--- src/rtl/mux4_rr_arbiter.sv ---
// Four-source round-robin arbiter feeding a one-entry registered output stage.
// Sources 0..3 (a, b, c, d) offer words under valid/ready; at most one is
// accepted per cycle, and the winner's word and index are held for the consumer.
//
// Output stage states:
//   state | meaning
//   EMPTY | no unconsumed word; out_valid=0, a grant may load the stage
//   FULL  | y/sel hold a word; reloadable only in a cycle where out_ready=1
module mux4_rr_arbiter #(
  parameter int BUS_WIDTH = 8
) (
  input  logic                 clk,
  input  logic                 reset,
  input  logic [3:0]           in_valid,
  output logic [3:0]           in_ready,
  input  logic [BUS_WIDTH-1:0] a,
  input  logic [BUS_WIDTH-1:0] b,
  input  logic [BUS_WIDTH-1:0] c,
  input  logic [BUS_WIDTH-1:0] d,
  output logic [BUS_WIDTH-1:0] y,
  output logic [1:0]           sel,
  output logic                 out_valid,
  input  logic                 out_ready
);

  localparam logic [0:0] EMPTY = 1'b0;
  localparam logic [0:0] FULL  = 1'b1;

  logic [0:0]           state_q, state_d;
  logic [BUS_WIDTH-1:0] y_q, y_d;
  logic [1:0]           sel_q, sel_d;
  logic [1:0]           last_q, last_d;

  logic                 can_load;
  logic                 grant_any;
  logic [1:0]           grant_idx;
  logic                 accept;
  logic [BUS_WIDTH-1:0] mux_word;

  assign out_valid = (state_q == FULL);
  assign y         = y_q;
  assign sel       = sel_q;

  // The stage can take a new word when empty or when it is being drained this cycle.
  assign can_load = !out_valid || out_ready;

  // Rotating priority search starting just after the most recent winner.
  always_comb begin
    grant_any = 1'b0;
    grant_idx = last_q;
    for (int k = 1; k <= 4; k++) begin
      if (!grant_any && in_valid[last_q + 2'(k)]) begin
        grant_any = 1'b1;
        grant_idx = last_q + 2'(k);
      end
    end
  end

  // Ready is one-hot on the winner, suppressed under reset or a stalled full stage.
  always_comb begin
    in_ready = 4'b0000;
    if (!reset && can_load && grant_any) begin
      in_ready = 4'b0001 << grant_idx;
    end
  end

  assign accept = |(in_valid & in_ready);

  // 4:1 datapath mux steered only by the grant, so unselected sources never reach y.
  always_comb begin
    case (grant_idx)
      2'd0:    mux_word = a;
      2'd1:    mux_word = b;
      2'd2:    mux_word = c;
      default: mux_word = d;
    endcase
  end

  // Next-state for the output stage and the round-robin pointer.
  always_comb begin
    state_d = state_q;
    y_d     = y_q;
    sel_d   = sel_q;
    last_d  = last_q;
    if (accept) begin
      y_d    = mux_word;
      sel_d  = grant_idx;
      last_d = grant_idx;
    end
    case (state_q)
      EMPTY: begin
        if (accept) begin
          state_d = FULL;
        end
      end
      FULL: begin
        if (accept) begin
          state_d = FULL;
        end else if (out_ready) begin
          state_d = EMPTY;
        end
      end
      default: state_d = EMPTY;
    endcase
  end

  // Register stage; reset drops any buffered word and puts source 0 at top priority.
  always_ff @(posedge clk) begin
    if (reset) begin
      state_q <= EMPTY;
      y_q     <= '0;
      sel_q   <= 2'd0;
      last_q  <= 2'd3;
    end else begin
      state_q <= state_d;
      y_q     <= y_d;
      sel_q   <= sel_d;
      last_q  <= last_d;
    end
  end

endmodule
--- config.mk ---
export PLATFORM = sky130hd
export DESIGN_NAME = mux4_rr_arbiter
export DESIGN_NICKNAME = d
export VERILOG_FILES = /design/src/rtl/mux4_rr_arbiter.sv
export SDC_FILE = /design/constraint.sdc
export NUM_CORES = 1
export LEC_CHECK = 0
export BUFFER_PORTS_ARGS = -buffer_cell sky130_fd_sc_hd__buf_2
export CAP_MARGIN = 20
export CORE_MARGIN = 2
export CORE_UTILIZATION = 40
export CTS_CLUSTER_SIZE = 10
export DETAILED_ROUTE_END_ITERATION = 12
export PLACE_DENSITY = 0.72
export SYNTH_ARGS = -nofsm -noshare
export SYNTH_HDL_FRONTEND = slang
export SYNTH_SLANG_ARGS = --single-unit
--- constraint.sdc ---
create_clock -name clk -period 3.91 [get_ports clk]
set_clock_uncertainty 0.1 [all_clocks]
set_input_delay 0.782 -clock clk [delete_from_list [all_inputs] [get_ports clk]]
set_output_delay 0.782 -clock clk [all_outputs]
set_load 0.005 [all_outputs]
# After elaboration in Yosys (flattened, before gate mapping)
# Index checks and enable logic that the tools add are counted.
totals:
  register_bits: 13
  in_bits: 39
  output_inout_bits: 15
  elab_cells: 51
classes:
  n_addsub: 3
  order_cmp: 4
  n_eq_ne: 2
  shift: 1
  n_mux: 22
  n_bitwise: 2
  reduce_logical: 13
ops:
  columns: ["cell", "n"]
  rows:
  - ["$pmux W8 S3", 1]
  - ["$lt A2 B3 Y1 const B", 4]
  - ["$mux W1", 11]
  - ["$bmux W1 S2", 4]
  - ["$mux W2", 4]
  - ["$logic_and A1 B1 Y1", 5]
  - ["$logic_not A1 Y1", 5]
  - ["$add A2 B2 Y2 const B", 2]
  - ["$and A4 B4 Y4", 1]
  - ["$mux W4", 1]
  - ["$reduce_or A4 Y1", 1]
  - ["$shl A1 B2 Y4 const A", 1]
  - ["$add A2 B1 Y2 const B", 1]
  - ["$eq A2 B1 Y1 const B", 1]
  - ["$eq A2 B2 Y1 const B", 1]
  - ["$logic_not A2 Y1", 1]
  - ["$pmux W1 S2", 1]
  - ["$logic_or A1 B1 Y1", 1]
  - ["$not A1 Y1", 1]

# Longest topological paths before layout
# Gate-level depths: netlist of the first run.
depth:
  word_depth: 19
  ltp_mapped: 8
  mapped_depth_nobuf: 5

# Worst setup path after synthesis of the first run
# OpenSTA, ideal clock, no wires.
synth_path:
  path_type: "input-to-output"
  start: "input port in_valid[3]"
  end: "output port in_ready[0]"
  arrival_ps: 2003
  required_ps: 3028
  path_slack_ps: 1025
  stages: 7
  path_buffers: 3
  path_cell_list: "nor2b_1 > o21a_1 > buf_6 > or3_1 > buf_6 > buf_2 > nor2_1"
synth_between:
  elab_chain_cells: 14
  word_cells_on_any_way: 25
  cone_classes: "shift (1); mux (17); reduce/logical (7)"
synth_lines:
  columns: ["element", "line", "source"]
  rows:
  - ["from (decl)", "14", "input logic [3:0] in_valid,"]
  - ["$bmux W1 S2", "52", "if (!grant_any && in_valid[last_q + 2'(k)]) begin"]
  - ["$mux W1 (not written as such)", "52", null]
  - ["$mux W1", "52", null]
  - ["$logic_not A1 Y1", "52", null]
  - ["$logic_and A1 B1 Y1", "52", null]
  - ["$mux W1", "52", null]
  - ["$logic_not A1 Y1", "52", null]
  - ["$logic_and A1 B1 Y1", "52", null]
  - ["$mux W1", "52", null]
  - ["$logic_not A1 Y1", "52", null]
  - ["$logic_and A1 B1 Y1", "52", null]
  - ["$mux W2 / $mux W1 (equally long branches)", "52", null]
  - ["$shl A1 B2 Y4 / $logic_and A1 B1 Y1 (equally long branches)", "63, 62", null]
  - ["$mux W4 *", "62", "if (!reset && can_load && grant_any) begin"]
  - ["to (decl)", "15", "output logic [3:0] in_ready,"]
# Mark *: on every way between the ends. The rest lies on a longest branch, timed or not. The select of a mux whose other input is x is not followed.

# Worst setup path after layout of the first run
layout_path:
  start: "input port in_valid[3]"
  end: "output port in_ready[2]"
# Same word-level chain as after synthesis.

==> flow_metrics.env, run 1 <==
export IMPL_power_share_switching_pct=33.15
export IMPL_cts_repair_resized_insts=0
export IMPL_drv_slew=0
export IMPL_detailedRoute_firstPassIterationCount=4
export IMPL_globalRoute_totalOverflow=0
export IMPL_power_density_cell_area_nw_per_um2=314.2
export IMPL_area_growth_pct=34.23
export IMPL_port_buffer_count=53
export IMPL_hp_class="flop to flop"
export IMPL_die_x_um=49.75
export IMPL_cts_inserted_buffers=3
export IMPL_grt_max_degree=20
export IMPL_final_instance_count_excl_fill=181
export IMPL_holdPathStages=2
export IMPL_outcome="finished, final reports clean"
export IMPL_period_share_pct=81.80
export IMPL_via_count=987
export IMPL_yosys_mux_area_fraction_pct=0
export IMPL_first_global_vias=912
export IMPL_placement_cell_area_um2=1097
export IMPL_relSlewSlack_pct=54.44
export IMPL_synth_simple_area_share_pct=33.63
export IMPL_final_min_clock_period_ps=3199
export IMPL_timing_critical_path_arrival_ps=2320
export IMPL_ant_nets=0
export IMPL_postSynthRegisterBits=13
export IMPL_route_final_wire_length_um=2443
export IMPL_grt_usage_pct=20.62
export IMPL_pwr_share_seq_pct=43.1
export IMPL_quantity_of_hold_fixing_buffers_added_after_cts=0
export IMPL_area_of_all_placed_cells_without_fillers_um2=1124
export IMPL_worst_pin_slew_ps=679.7
export IMPL_path_class="primary input to output port"
export IMPL_cts_root_buf="sky130_fd_sc_hd__clkbuf_4"
export IMPL_drt_first_iter_violations=13
export IMPL_layout_drive_gt1_share_pct=38.96
export IMPL_die_area_um2=2475
export IMPL_detailedPlacementHpwl_um=1745
export IMPL_ports=54
export IMPL_cts_sinks=13
export IMPL_largest_family_of_logic_cells_by_synthesized_area="simple AND/OR/NAND/NOR gates"
export IMPL_synthDistinctLibCells=21
export IMPL_internal_power_w=0.0002360
export IMPL_clock_fmax_ghz=0.3126
export IMPL_postCtsSetupBuffers=0
export IMPL_worst_r2r_cell_count=5
export IMPL_power_share_clock_pct=24.9
export IMPL_starting_density_of_the_core_pct=42.67
export IMPL_yosys_warnings=0
export IMPL_worst_setup_path_start_kind="primary input"
export IMPL_synthCells=104
export IMPL_n_antenna_cell=0
export IMPL_setup_tns_final_ps=0
export IMPL_finalHoldViolCount=0
export IMPL_cap_viol_max_count=0
export IMPL_globalplace_congestion=0.7796
export IMPL_clk_pin_slew_worst_paths_ps=80
export IMPL_placementRows=16
export IMPL_cts_tree="yes"
export IMPL_die_h_um=49.75
export IMPL_end_kind="output port"
export IMPL_post_drt_wl_per_cell_um=13.50
export IMPL_synth_fp_nets=143
export IMPL_num_nets_final=194
export IMPL_htreeDepth=1
export IMPL_combinationalPowerShare_pct=31.9
export IMPL_fp_coreArea_um2=1962
export IMPL_postSynthAreaPerCell_um2=8.049
export IMPL_timing_critical_path_fanout_max=19
export IMPL_post_synth_instance_area_um2=837.1
export IMPL_vdd_drop_max_mv=0.1747
export IMPL_grt_pass1_wl_um=3953
export IMPL_dpl_cell_count=177
export IMPL_compound_gate_portion_of_the_synthesized_area_pct=29.75
export IMPL_switching_power_w=0.0001170
export IMPL_preCtsSetupSlack_ps=725.9
export IMPL_synth_seq_area_share_pct=31.09
export IMPL_post_drt_via_cell_ratio=5.453
export IMPL_postLayoutSetupSlackWorst_ps=711.5
export IMPL_route_detailed_drc=0
export IMPL_cellLeakagePower_nw=0.5134
export IMPL_initial_antenna_violation_count=0
export IMPL_clock_insertion_delay_worst_skew_ps=280
export IMPL_synth_xor_area_share_pct=0
export IMPL_setup_viol_count_final=0
export IMPL_ctsLongestPathBuffers=2
export IMPL_setup_repair_after_global_routing_missed_its_margin="no"
export IMPL_synth_fa_ha_area_share_pct=0
export IMPL_data_required_time_at_the_worst_endpoint_ps=3030
==> sequential cells by signal (all words and copies together), names as in the netlist <==
register and flops:
out_valid 1, sel 2, y 8, last_q 2
==> area by class of cell <==
class / count / area, µm²
Fill cell: 210 / 838.3
Timing Repair Buffer: 54 / 272.8
Sequential cell: 13 / 260.3
Tap cell: 27 / 33.78
Multi-Input combinational cell: 83 / 530.5
Clock buffer: 4 / 26.28
==> stage by stage <==
step	utilization (%)	hold slack [ps]	total power [W]
after floorplan	-	384.2	0.0002260
after global placement	55.93	380.5	0.0002648
after detailed placement	55.93	380.5	0.0002671
after CTS	57.27	397.2	0.0003535
after global routing	57.27	420.8	0.0003736
final	57.27	392.2	0.0003530
==> cell families (layout without fill, tap and decap cells) <==
family,after synthesis,after routing
and+or+nand+nor,52,52
AOI/OAI and AO/OA,31,31
DFF,13,13
buffers and inverters,8,58
==> power groups by stage <==
stage          clock network (W)  registers [W]  logic [W]
3_5_place_dp                   0       0.000155   0.000112
3_3_place_gp                   0       0.000155   0.000110
6_report               0.0000880       0.000152   0.000113
2_1_floorplan                  0       0.000156  0.0000697
5_1_grt                0.0000945       0.000154   0.000125
4_1_cts                0.0000881       0.000152   0.000113
==> per-layer routing <==
layer	track usage [%]	routed length, µm
met4	9.722	31
met2	34.22	1113
met3	3.636	170
met1	25.70	1127
met5	0	0
==> path summary, 6_finish.rpt <==
path	start	end	slack, ps
setup / recovery	in_valid[3]	in_ready[2]	710
hold / removal	sel[0]$_SDFFE_PP0P_	sel[0]$_SDFFE_PP0P_	390
setup reg to reg	last_q[0]$_SDFFE_PP1P_	y[1]$_SDFFE_PP0P_	1540
hold reg to reg	sel[0]$_SDFFE_PP0P_	sel[0]$_SDFFE_PP0P_	390
==> Yosys cell counts (all sizes together) <==
cell type	n	area, µm²
nor2b	4	25.02
nor3	4	25.02
nand2	17	63.81
dfxtp	13	260.3
buf	3	27.52
o21a	2	15.01
nor4b	8	70.07
nor2	11	41.29
a311oi	8	70.07
nand2b	3	18.77
or3	2	12.51
and2	1	6.260
o21bai	10	75.07
nor3b	1	12.51
clkbuf	5	18.77
a2111oi	8	70.07
o21ai	2	10.01
a21oi	1	8.760
nor4	1	6.260
==> layout by cell type, fill, tap and decap left out, drive strengths merged, types with 3 or more instances in the layout <==
cell type / Yosys / layout
a2111oi: 8 / 8
a311oi: 8 / 8
buf: 3 / 54
clkbuf: 5 / 4
dfxtp: 13 / 13
nand2: 17 / 17
nand2b: 3 / 3
nor2: 11 / 11
nor2b: 4 / 4
nor3: 4 / 4
nor4b: 8 / 8
o21bai: 10 / 10
==> critical path, cell delays in order <==
cell	delay [ps]
sky130_fd_sc_hd__buf_2	120
sky130_fd_sc_hd__nor2b_1	140
sky130_fd_sc_hd__o21a_1	310
sky130_fd_sc_hd__or3_1	670
sky130_fd_sc_hd__nor2_1	170
sky130_fd_sc_hd__buf_2	120
Power figures use the tool's default switching activity.
==> inputs of run 2 (changes only) <==
--- a/config.mk
+++ b/config.mk
@@ -5,13 +5,14 @@
 export SDC_FILE = /design/constraint.sdc
 export NUM_CORES = 1
 export LEC_CHECK = 0
+export ABC_AREA = 1
 export BUFFER_PORTS_ARGS = -buffer_cell sky130_fd_sc_hd__buf_2
 export CAP_MARGIN = 20
 export CORE_MARGIN = 2
 export CORE_UTILIZATION = 40
 export CTS_CLUSTER_SIZE = 10
 export DETAILED_ROUTE_END_ITERATION = 12
-export PLACE_DENSITY = 0.72
+export PLACE_DENSITY = 0.68
 export SYNTH_ARGS = -nofsm -noshare
 export SYNTH_HDL_FRONTEND = slang
 export SYNTH_SLANG_ARGS = --single-unit
==> constraint.sdc (replaced) <==
create_clock -name clk -period 2.6 [get_ports clk]
set_clock_uncertainty 0.1 [all_clocks]
set_input_delay 0.52 -clock clk [delete_from_list [all_inputs] [get_ports clk]]
set_output_delay 0.52 -clock clk [all_outputs]
set_load 0.005 [all_outputs]
==> run 2 against run 1 <==
Compared with the run above:
- the run now ends with design-rule violations left
- highest routed layer is now met3
- largest cell class unchanged
- non-clock buffer count rose by 5
- die area rose by 40%
- setup slack got worse by 570 ps
- worst hold slack got worse by 48 ps
- synthesized cell count rose by 64%
- clock-buffer cell count did not move
- area after synthesis rose by 44%
==> flow_metrics.env, run 2 <==
export IMPL_timing_critical_path_fanout_max=10
export IMPL_finalHoldViolCount=0
export IMPL_n_fill_cell=280
export IMPL_grt_usage_pct=16.88
export IMPL_met2WireLength_um=1328
export IMPL_route_final_wire_length_um=2913
export IMPL_commonest_cells_after_routing_fill_and_taps_aside="sky130_fd_sc_hd__buf_2 (53), sky130_fd_sc_hd__nand2_1 (41), sky130_fd_sc_hd__nand3_1 (23)"
export IMPL_maxUsedRoutingLayer="met3"
export IMPL_worst_pin_slew_ps=300.7
export IMPL_postSynthAreaPerCell_um2=7.039
export IMPL_synth_seq_area_share_pct=21.62
export IMPL_period_share_pct=94.48
export IMPL_end_kind="output port"
export IMPL_ports=54
export IMPL_power_share_clock_pct=7.3
export IMPL_cts_tree="yes"
export IMPL_drv_slew=0
export IMPL_synthCells=171
export IMPL_layout_drive_gt1_share_pct=52.21
export IMPL_post_drt_wl_per_cell_um=11.33
export IMPL_power_share_switching_pct=53.47
export IMPL_die_x_um=58.86
export IMPL_cts_root_buf="sky130_fd_sc_hd__clkbuf_4"
export IMPL_first_global_vias=1113
export IMPL_clk_pin_slew_worst_paths_ps=70
export IMPL_cts_sinks=13
export IMPL_yosys_warnings=0
export IMPL_dominantRegCellSynth="sky130_fd_sc_hd__dfxtp_1"
export IMPL_cellLeakagePower_nw=0.7777
export IMPL_outcome="finished with violations"
export IMPL_route_detailed_drc=4
export IMPL_cap_viol_max_count=0
export IMPL_quantity_of_hold_fixing_buffers_added_after_cts=0
export IMPL_m1WireLength_um=1376
export IMPL_detailedPlacementHpwl_um=2322
export IMPL_asr_flop_ratio_synth_pct=0
export IMPL_cts_inserted_buffers=3
export IMPL_hp_class="primary input to flop"
export IMPL_power_density_cell_area_nw_per_um2=1051
export IMPL_postLayoutSetupSlackWorst_ps=143.6
export IMPL_largest_reg_flops=8
export IMPL_starting_density_of_the_core_pct=42.91
export IMPL_preCtsSetupSlack_ps=192.3
export IMPL_synth_edf_count=0
export IMPL_htreeDepth=1
export IMPL_detailedRoute_firstPassIterationCount=8
export IMPL_combinationalPowerShare_pct=74.9
export IMPL_port_buffer_count=53
export IMPL_die_area_um2=3464
export IMPL_area_growth_pct=27.75
export IMPL_synth_area_top_cells="sky130_fd_sc_hd__dfxtp_1 (22%), sky130_fd_sc_hd__nand3_2 (15%), sky130_fd_sc_hd__nand2_1 (13%), sky130_fd_sc_hd__nand3_1 (9.6%), sky130_fd_sc_hd__nand2_4 (6.5%)"
export IMPL_postSynthRegisterBits=13
export IMPL_vdd_drop_max_mv=0.4803
export IMPL_num_nets_final=266
export IMPL_internal_power_w=0.0007519
export IMPL_most_common_cell_after_layout_fill_and_taps_aside="sky130_fd_sc_hd__buf_2"
export IMPL_initial_antenna_violation_count=0
export IMPL_synth_area_leader_cell="sky130_fd_sc_hd__dfxtp_1"
export IMPL_data_required_time_at_the_worst_endpoint_ps=1980
export IMPL_ctsLongestPathBuffers=2
export IMPL_postCtsSetupBuffers=0
export IMPL_grt_max_degree=21
export IMPL_die_h_um=58.86
export IMPL_switching_power_w=0.0008639
export IMPL_n_antenna_cell=0
export IMPL_pwr_share_seq_pct=17.8
export IMPL_grt_pass1_wl_um=4588
export IMPL_synth_fp_nets=210
export IMPL_path_class="flop to output port"
export IMPL_synthDistinctLibCells=24
export IMPL_power_w=0.001616
export IMPL_globalRoute_totalOverflow=0
export IMPL_clock_fmax_ghz=0.4071
export IMPL_timing_critical_path_arrival_ps=1840
export IMPL_yosys_cell_count_top_type="sky130_fd_sc_hd__nand2_1"
export IMPL_clock_insertion_delay_worst_skew_ps=260
export IMPL_final_min_clock_period_ps=2456
export IMPL_drt_first_iter_violations=53
export IMPL_route_met3_wl_um=208
export IMPL_failing_checks="design-rule violations"
export IMPL_placement_cell_area_um2=1483
export IMPL_globalplace_congestion=0.8489
export IMPL_cts_repair_resized_insts=1
export IMPL_ant_nets=0
export IMPL_setup_viol_count_final=0
export IMPL_synth_top_cell_area_share_pct=21.62
export IMPL_relSlewSlack_pct=79.92
export IMPL_fp_coreArea_um2=2805
export IMPL_worst_setup_path_start_kind="flop"
export IMPL_post_synth_instance_area_um2=1204
export IMPL_placementRows=19
export IMPL_synth_cells_most_frequent="sky130_fd_sc_hd__nand2_1 (43), sky130_fd_sc_hd__nand3_1 (23), sky130_fd_sc_hd__nand3_2 (18)"
export IMPL_post_drt_via_cell_ratio=4.868
export IMPL_via_count=1251
export IMPL_area_of_all_placed_cells_without_fillers_um2=1538
-- run 2: cell count changes in the layout (fill, tap and decap cells not counted), sizes merged, moves of 5 or more --
cell / change
nor2: +8
inv: +11
o21bai: -10
nand2: +40
nand3: +41
buf: +5
a311oi: -8
nor4b: -8
a2111oi: -8
o21ai: +7
-- run 2: per-layer routing --
| metal | GRT usage (%) | vias to the layer above |
|---|---|---|
| li1 | - | 678 |
| met1 | 24.53 | 540 |
| met2 | 26.98 | 33 |
| met3 | 2.198 | 0 |
| met4 | 2.922 | 0 |
| met5 | 0 | - |
-- run 2: path summary, 6_finish.rpt --
| check | from | cells after the start | endpoint | slack (ps) |
|---|---|---|---|---|
| max reg2reg | last_q[0]$_SDFFE_PP1P_ | 16 | y[1]$_SDFFE_PP0P_ | 470 |
| max | last_q[0]$_SDFFE_PP1P_ | 10 | in_ready[2] | 140 |
| min | reset | 2 | sel[0]$_SDFFE_PP0P_ | 340 |
| min reg2reg | sel[1]$_SDFFE_PP0P_ | 2 | sel[1]$_SDFFE_PP0P_ | 380 |
-- run 2: stage by stage --
stage          cells  setup TNS (ps)  hold WS (ps)  utilization, %
2_1_floorplan    171               0         355.7               -
3_3_place_gp     253               0         354.3           52.85
6_report         257               0         344.2           54.82
4_1_cts          257               0         333.8           53.79
3_5_place_dp     253               0         352.7           52.85
5_1_grt          257          -5.263         340.5           54.82
-- run 2: power groups by stage --
stage                     combinational [W]  clock, W  sequential, W
after floorplan                    0.000969         0       0.000292
after global placement              0.00117         0       0.000289
after detailed placement            0.00118         0       0.000290
after CTS                           0.00118  0.000124       0.000287
after global routing                0.00134  0.000136       0.000295
final                               0.00121  0.000118       0.000287
-- run 2: cells by family (layout without fill, tap and decap cells) --
logic type             after synthesis  count (layout)  synth area share [%]
and+or+nand+nor                    122             122                 60.40
AOI/OAI and AO/OA                   17              17                 8.315
buffers and inverters               19              74                 9.667
DFF                                 13              13                 21.62
-- run 2: critical path, stage by stage (launching register included) --
cell and delay, ps:
sky130_fd_sc_hd__dfxtp_1 340, sky130_fd_sc_hd__buf_4 170, sky130_fd_sc_hd__nand2_1 70, sky130_fd_sc_hd__nand2_2 110, sky130_fd_sc_hd__nand2_1 70, sky130_fd_sc_hd__nand2_2 130, sky130_fd_sc_hd__inv_2 50, sky130_fd_sc_hd__o2111ai_2 100
sky130_fd_sc_hd__nand3_4 170, sky130_fd_sc_hd__nor3_1 190, sky130_fd_sc_hd__buf_2 150
-- run 2: area by class of cell --
class / instances / area [µm²] / area share (%)
clock buffers: 4 / 26.28 / 1.709
inverters: 11 / 46.29 / 3.011
multi-input cells: 139 / 854.6 / 55.57
flip-flops and latches: 13 / 261.5 / 17.01
well taps: 31 / 38.79 / 2.522
repair buffers: 59 / 310.3 / 20.18
